## src/rtl/mem_bus_arbiter.sv

```systemverilog
// mem_bus_arbiter: two-master arbiter for the shared memory/MMIO bus.
// Master 0 is the CPU and master 1 is a secondary requester. Each transaction
// is a single beat: the winner is latched in IDLE, driven onto the bus for one
// ISSUE cycle, and the bus read data is sampled in CAPTURE. The owner gets a
// one-cycle registered ack together with its registered read word.
module mem_bus_arbiter #(
  parameter int unsigned FIXED_PRIORITY = 0
) (
  input  logic        clk,
  input  logic        reset,
  input  logic        m0_req,
  input  logic        m0_we,
  input  logic [31:0] m0_addr,
  input  logic [31:0] m0_wdata,
  input  logic [3:0]  m0_mask,
  output logic        m0_ack,
  output logic [31:0] m0_rdata,
  input  logic        m1_req,
  input  logic        m1_we,
  input  logic [31:0] m1_addr,
  input  logic [31:0] m1_wdata,
  input  logic [3:0]  m1_mask,
  output logic        m1_ack,
  output logic [31:0] m1_rdata,
  output logic [31:0] memAddress,
  output logic [31:0] memWriteData,
  output logic [3:0]  byteMask,
  output logic        memWrite,
  input  logic [31:0] memReadData
);

  typedef enum logic [1:0] {
    IDLE    = 2'd0,
    ISSUE   = 2'd1,
    CAPTURE = 2'd2
  } state_t;

  state_t      state_q, state_d;

  logic        owner_q, owner_d;
  logic        last_grant_q, last_grant_d;
  logic        is_write_q, is_write_d;
  logic [31:0] mem_address_q, mem_address_d;
  logic [31:0] mem_write_data_q, mem_write_data_d;
  logic [3:0]  byte_mask_q, byte_mask_d;
  logic        mem_write_q, mem_write_d;
  logic        m0_ack_q, m0_ack_d;
  logic        m1_ack_q, m1_ack_d;
  logic [31:0] m0_rdata_q, m0_rdata_d;
  logic [31:0] m1_rdata_q, m1_rdata_d;

  logic        m0_elig;
  logic        m1_elig;
  logic        grant_valid;
  logic        grant_m1;

  // A master acked this cycle still shows its old req, so it is not eligible
  // until the cycle after its ack; this keeps a stale req from a second grant.
  always_comb begin
    m0_elig     = m0_req & ~m0_ack_q;
    m1_elig     = m1_req & ~m1_ack_q;
    grant_valid = (state_q == IDLE) & (m0_elig | m1_elig);
    if (m0_elig && m1_elig) begin
      if (FIXED_PRIORITY != 0) begin
        grant_m1 = 1'b0;
      end else begin
        grant_m1 = ~last_grant_q;
      end
    end else begin
      grant_m1 = m1_elig;
    end
  end

  // State register; reset abandons any in-flight transaction.
  always_ff @(posedge clk or posedge reset) begin
    if (reset) begin
      state_q <= IDLE;
    end else begin
      state_q <= state_d;
    end
  end

  // Next-state logic: IDLE waits for a grant, then ISSUE and CAPTURE run once each.
  always_comb begin
    state_d = state_q;
    case (state_q)
      IDLE:    if (grant_valid) state_d = ISSUE;
      ISSUE:   state_d = CAPTURE;
      CAPTURE: state_d = IDLE;
      default: state_d = IDLE;
    endcase
  end

  // Output/datapath next values: latch the winner in IDLE, pulse memWrite only
  // through ISSUE, and return ack plus read data to the owner out of CAPTURE.
  always_comb begin
    owner_d          = owner_q;
    last_grant_d     = last_grant_q;
    is_write_d       = is_write_q;
    mem_address_d    = mem_address_q;
    mem_write_data_d = mem_write_data_q;
    byte_mask_d      = byte_mask_q;
    mem_write_d      = 1'b0;
    m0_ack_d         = 1'b0;
    m1_ack_d         = 1'b0;
    m0_rdata_d       = m0_rdata_q;
    m1_rdata_d       = m1_rdata_q;
    case (state_q)
      IDLE: begin
        if (grant_valid) begin
          owner_d      = grant_m1;
          last_grant_d = grant_m1;
          if (grant_m1) begin
            mem_address_d    = m1_addr;
            mem_write_data_d = m1_wdata;
            byte_mask_d      = m1_mask;
            is_write_d       = m1_we;
            mem_write_d      = m1_we;
          end else begin
            mem_address_d    = m0_addr;
            mem_write_data_d = m0_wdata;
            byte_mask_d      = m0_mask;
            is_write_d       = m0_we;
            mem_write_d      = m0_we;
          end
        end
      end
      ISSUE: begin
        mem_write_d = 1'b0;
      end
      CAPTURE: begin
        if (owner_q) begin
          m1_ack_d = 1'b1;
          if (!is_write_q) m1_rdata_d = memReadData;
        end else begin
          m0_ack_d = 1'b1;
          if (!is_write_q) m0_rdata_d = memReadData;
        end
      end
      default: begin
        mem_write_d = 1'b0;
      end
    endcase
  end

  // Datapath registers; last_grant resets to master 1 so master 0 wins the first tie.
  always_ff @(posedge clk or posedge reset) begin
    if (reset) begin
      owner_q          <= 1'b0;
      last_grant_q     <= 1'b1;
      is_write_q       <= 1'b0;
      mem_address_q    <= 32'd0;
      mem_write_data_q <= 32'd0;
      byte_mask_q      <= 4'd0;
      mem_write_q      <= 1'b0;
      m0_ack_q         <= 1'b0;
      m1_ack_q         <= 1'b0;
      m0_rdata_q       <= 32'd0;
      m1_rdata_q       <= 32'd0;
    end else begin
      owner_q          <= owner_d;
      last_grant_q     <= last_grant_d;
      is_write_q       <= is_write_d;
      mem_address_q    <= mem_address_d;
      mem_write_data_q <= mem_write_data_d;
      byte_mask_q      <= byte_mask_d;
      mem_write_q      <= mem_write_d;
      m0_ack_q         <= m0_ack_d;
      m1_ack_q         <= m1_ack_d;
      m0_rdata_q       <= m0_rdata_d;
      m1_rdata_q       <= m1_rdata_d;
    end
  end

  assign memAddress   = mem_address_q;
  assign memWriteData = mem_write_data_q;
  assign byteMask     = byte_mask_q;
  assign memWrite     = mem_write_q;
  assign m0_ack       = m0_ack_q;
  assign m1_ack       = m1_ack_q;
  assign m0_rdata     = m0_rdata_q;
  assign m1_rdata     = m1_rdata_q;

endmodule

```

## config.mk

```make
export PLATFORM = sky130hd
export DESIGN_NAME = mem_bus_arbiter
export DESIGN_NICKNAME = d
export VERILOG_FILES = /design/src/rtl/mem_bus_arbiter.sv
export SDC_FILE = /design/constraint.sdc
export NUM_CORES = 1
export LEC_CHECK = 0
export BUFFER_PORTS_ARGS = -buffer_cell sky130_fd_sc_hd__buf_4
export CAP_MARGIN = 20
export CORE_ASPECT_RATIO = 0.5
export CORE_MARGIN = 1.5
export CORE_UTILIZATION = 49
export DETAILED_ROUTE_END_ITERATION = 12
export PLACE_DENSITY = 0.86
export SLEW_MARGIN = 20
export SYNTH_ARGS = -nofsm -noshare
export SYNTH_HDL_FRONTEND = slang
export SYNTH_SLANG_ARGS = --single-unit
```

## constraint.sdc

```tcl
create_clock -name clk -period 10.65 [get_ports clk]
set_clock_uncertainty 0.05 [all_clocks]
set_input_delay 1.065 -clock clk [delete_from_list [all_inputs] [get_ports clk]]
set_output_delay 1.065 -clock clk [all_outputs]
set_load 0.03 [all_outputs]
```

==> results.json <==
{
  "synth-seq-area-share_pct": 60.5,
  "clock_latency_ns": 0.40,
  "power.leakage_nw": 4.31,
  "syn_inst": 535,
  "combPwrFrac_pct": 50.7,
  "timing.rr.end": "memAddress[0]$_DFFE_PP0P_",
  "hp-class": "register to register",
  "cts_resized": 0,
  "die_height_um": 79.9,
  "gp_congestion": 0.910,
  "max-slew-margin-rel_pct": 44.4,
  "io_buffers": 308,
  "power.switching_mw": 1.38,
  "grtUsageTotal_pct": 28.3,
  "wl_mm": 17.5,
  "htree_num_levels": 4,
  "synth_nets": 709,
  "maxCapViolCount": 0,
  "switching_share_pct": 44.1,
  "ys_types": 22,
  "coreArea_mm2": 0.0112,
  "ios": 309,
  "period_share_pct": 23.0,
  "cts_setup_buffers": 0,
  "rsz0062_at_grt": "no",
  "ys_warn_count": 0,
  "startpoint_type": "input port",
  "antenna_found_initial": 0,
  "required_ns": 10.93,
  "fillerInstances": 765,
  "drc": 0,
  "grt_pass1_wl_mm": 27.2,
  "dpl.hpwl_mm": 12.3,
  "clockPowerShare_pct": 18.9,
  "grt_overflow_total": 0,
  "status": "finished clean",
  "hold_violations": 0,
  "via_per_inst": 5.17,
  "die_x_um": 157,
  "peakVddDrop_uv": 177,
  "ant_nets": 0,
  "syn_area_mm2": 0.00580,
  "cts_made_buffers": 17,
  "area_growth_pct": 51.1,
  "maxSlewViolCount": 0,
  "clk_pin_slew_worst_paths_ns": 0.06,
  "cp-end-kind": "register",
  "fmax_ghz": 0.407,
  "tightest_slew_ns": 0.834,
  "holdBufCountCts": 0,
  "hold-worst-slack_ns": 0.439,
  "rows": 27,
  "first_iter_violations": 327,
  "clkSinkCount": 140,
  "grt_start_max_net_pins": 95,
  "wl_per_cell_um": 17.4,
  "ys_ff_latch": 140,
  "clockBufferDepth": 2,
  "min_from": "m1_rdata[18]$_DFFE_PP0P_",
  "drt-pass1-iter-count": 4,
  "power.internal_mw": 1.75,
  "vias": 5199,
  "grt_pass1_vias": 5373,
  "crit_fanout": 54,
  "sequentialPowerShare_pct": 30.4,
  "drive_gt1_share_pct": 49.0,
  "reg2reg_slack_ns": 8.55,
  "cts-root-buf": "clkbuf_16",
  "final_nets": 1008,
  "worstSetupPathType": "input port to register",
  "fin_crit_ns": 2.45,
  "r2r-start": "m1_ack$_DFF_PP0_",
  "finalSetupViolations": 0,
  "initial_core_util_pct": 51.5,
  "crit_arrival_ns": 2.73,
  "reg2reg_depth": 5,
  "startpoint": "m0_req",
  "power_density_mw_per_mm2": 358,
  "setup_tns_ns": 0,
  "syn_avg_cell_area_um2": 10.8,
  "cts_tree": "done",
  "num_antenna_cells": 0,
  "endpoint": "memAddress[0]$_DFFE_PP0P_",
  "die_area_mm2": 0.0125
}
[worst max-delay path, stage by stage]
cell     delay [ns]
buf_4          0.11
nor2b_2        0.18
a21oi_4        0.39
buf_4          0.58
a21oi_1        0.19
a21oi_1        0.19
[worst min-delay path by stage]
stage / endpoint / slack, ns / depth (start not counted)
2_1_floorplan: last_grant_q$_DFFE_PP1P_ / 0.40 / 2
3_3_place_gp: m1_rdata[31]$_DFFE_PP0P_ / 0.42 / 1
3_5_place_dp: m1_rdata[18]$_DFFE_PP0P_ / 0.43 / 1
4_1_cts: m1_rdata[18]$_DFFE_PP0P_ / 0.44 / 1
5_1_grt: last_grant_q$_DFFE_PP1P_ / 0.45 / 2
6_report: m1_rdata[18]$_DFFE_PP0P_ / 0.44 / 1
[cell type report]
type	instances	area [um2]	area share [%]
Multi-Input combinational cell	357	2080	23.7
Sequential cell	140	3500	40.0
Inverter	3	16.3	0.186
Clock buffer	18	439	5.01
Timing Repair Buffer	315	2360	27.0
Clock inverter	14	159	1.81
Tap cell	159	199	2.27
[cells in the final DEF, fill, tap and decap left out, types with 2 or more instances in the layout]
master	synthesis	layout
clkbuf_16	0	17
inv_6	0	5
dfrtp_1	139	139
nor2b_1	2	2
nor3_4	2	2
a21oi_1	137	137
nor2_1	73	73
buf_4	5	315
clkinv_4	0	5
clkinvlp_4	0	2
mux2_2	57	57
bufinv_16	0	2
inv_2	2	2
mux2_1	7	7
nand2_1	71	71
[metrics by stage]
| stage | cells | power, mW | setup WS, ns | instance area [um2] | utilization [%] |
|---|---|---|---|---|---|
| 4_1_cts | 1006 | 3.16 | 8.21 | 8760 | 77.9 |
| 3_5_place_dp | 974 | 2.55 | 7.80 | 8160 | 72.6 |
| 2_1_floorplan | 535 | 1.95 | 5.78 | 5800 | - |
| 6_report | 1006 | 3.14 | 8.20 | 8760 | 77.9 |
| 3_3_place_gp | 974 | 2.50 | 7.88 | 8160 | 72.6 |
| 5_1_grt | 1006 | 3.31 | 8.11 | 8760 | 77.9 |
[power by group through the flow]
stage / registers [mW] / logic, mW / clock network [mW]
floorplan: 1.44 / 0.514 / 0
global placement: 0.944 / 1.56 / 0
detailed placement: 0.956 / 1.60 / 0
CTS: 0.953 / 1.60 / 0.600
global route: 0.986 / 1.70 / 0.623
finish: 0.954 / 1.59 / 0.592
[per-layer routing]
layer	global-route usage (%)	part of all wire, %	vias up
met2	49.6	52	236
li1	-	-	2411
met1	33.3	39	2503
met3	6.41	5.9	49
met5	0	0	-
met4	13.5	3.1	0
[kinds of logic (layout without fill, tap and decap cells)]
logic type / after synthesis / count (layout) / synth area share [%]
flip-flops: 140 / 140 / 60.5
AO/OA/AOI/OAI: 141 / 141 / 12.3
AND/OR/NAND/NOR: 151 / 151 / 10.6
multiplexers: 65 / 65 / 12.6
buffers and inverters: 38 / 350 / 3.97
[registers in the layout, summed over array words and instances, names as in the netlist]
| name | count |
|---|---|
| memWriteData | 32 |
| m0_rdata | 32 |
| byteMask | 4 |
| memWrite | 1 |
| is_write_q | 1 |
| state_q | 2 |
| m1_ack | 1 |
| last_grant_q | 1 |
| m1_rdata | 32 |
| m0_ack | 1 |
| owner_q | 1 |
| memAddress | 32 |
[cell usage after synthesis]
cell	number	area, um2
dfrtp_1	139	3480
dfstp_2	1	26.3
mux2i_1	1	10.0
mux2_2	57	642
nor2b_2	1	8.76
o21ai_1	1	5.00
inv_2	2	7.51
nor3_4	2	32.5
buf_2	25	125
buf_6	5	56.3
o21ai_2	1	8.76
nor2b_1	2	12.5
nand2b_1	1	6.26
nor2_1	73	274
a21o_1	1	7.51
a21oi_2	1	8.76
nand2b_4	1	13.8
inv_1	1	3.75
nand2_1	71	267
buf_4	5	37.5
a21oi_1	137	686
mux2_1	7	78.8
No activity file was read; power rests on OpenSTA's default activity.
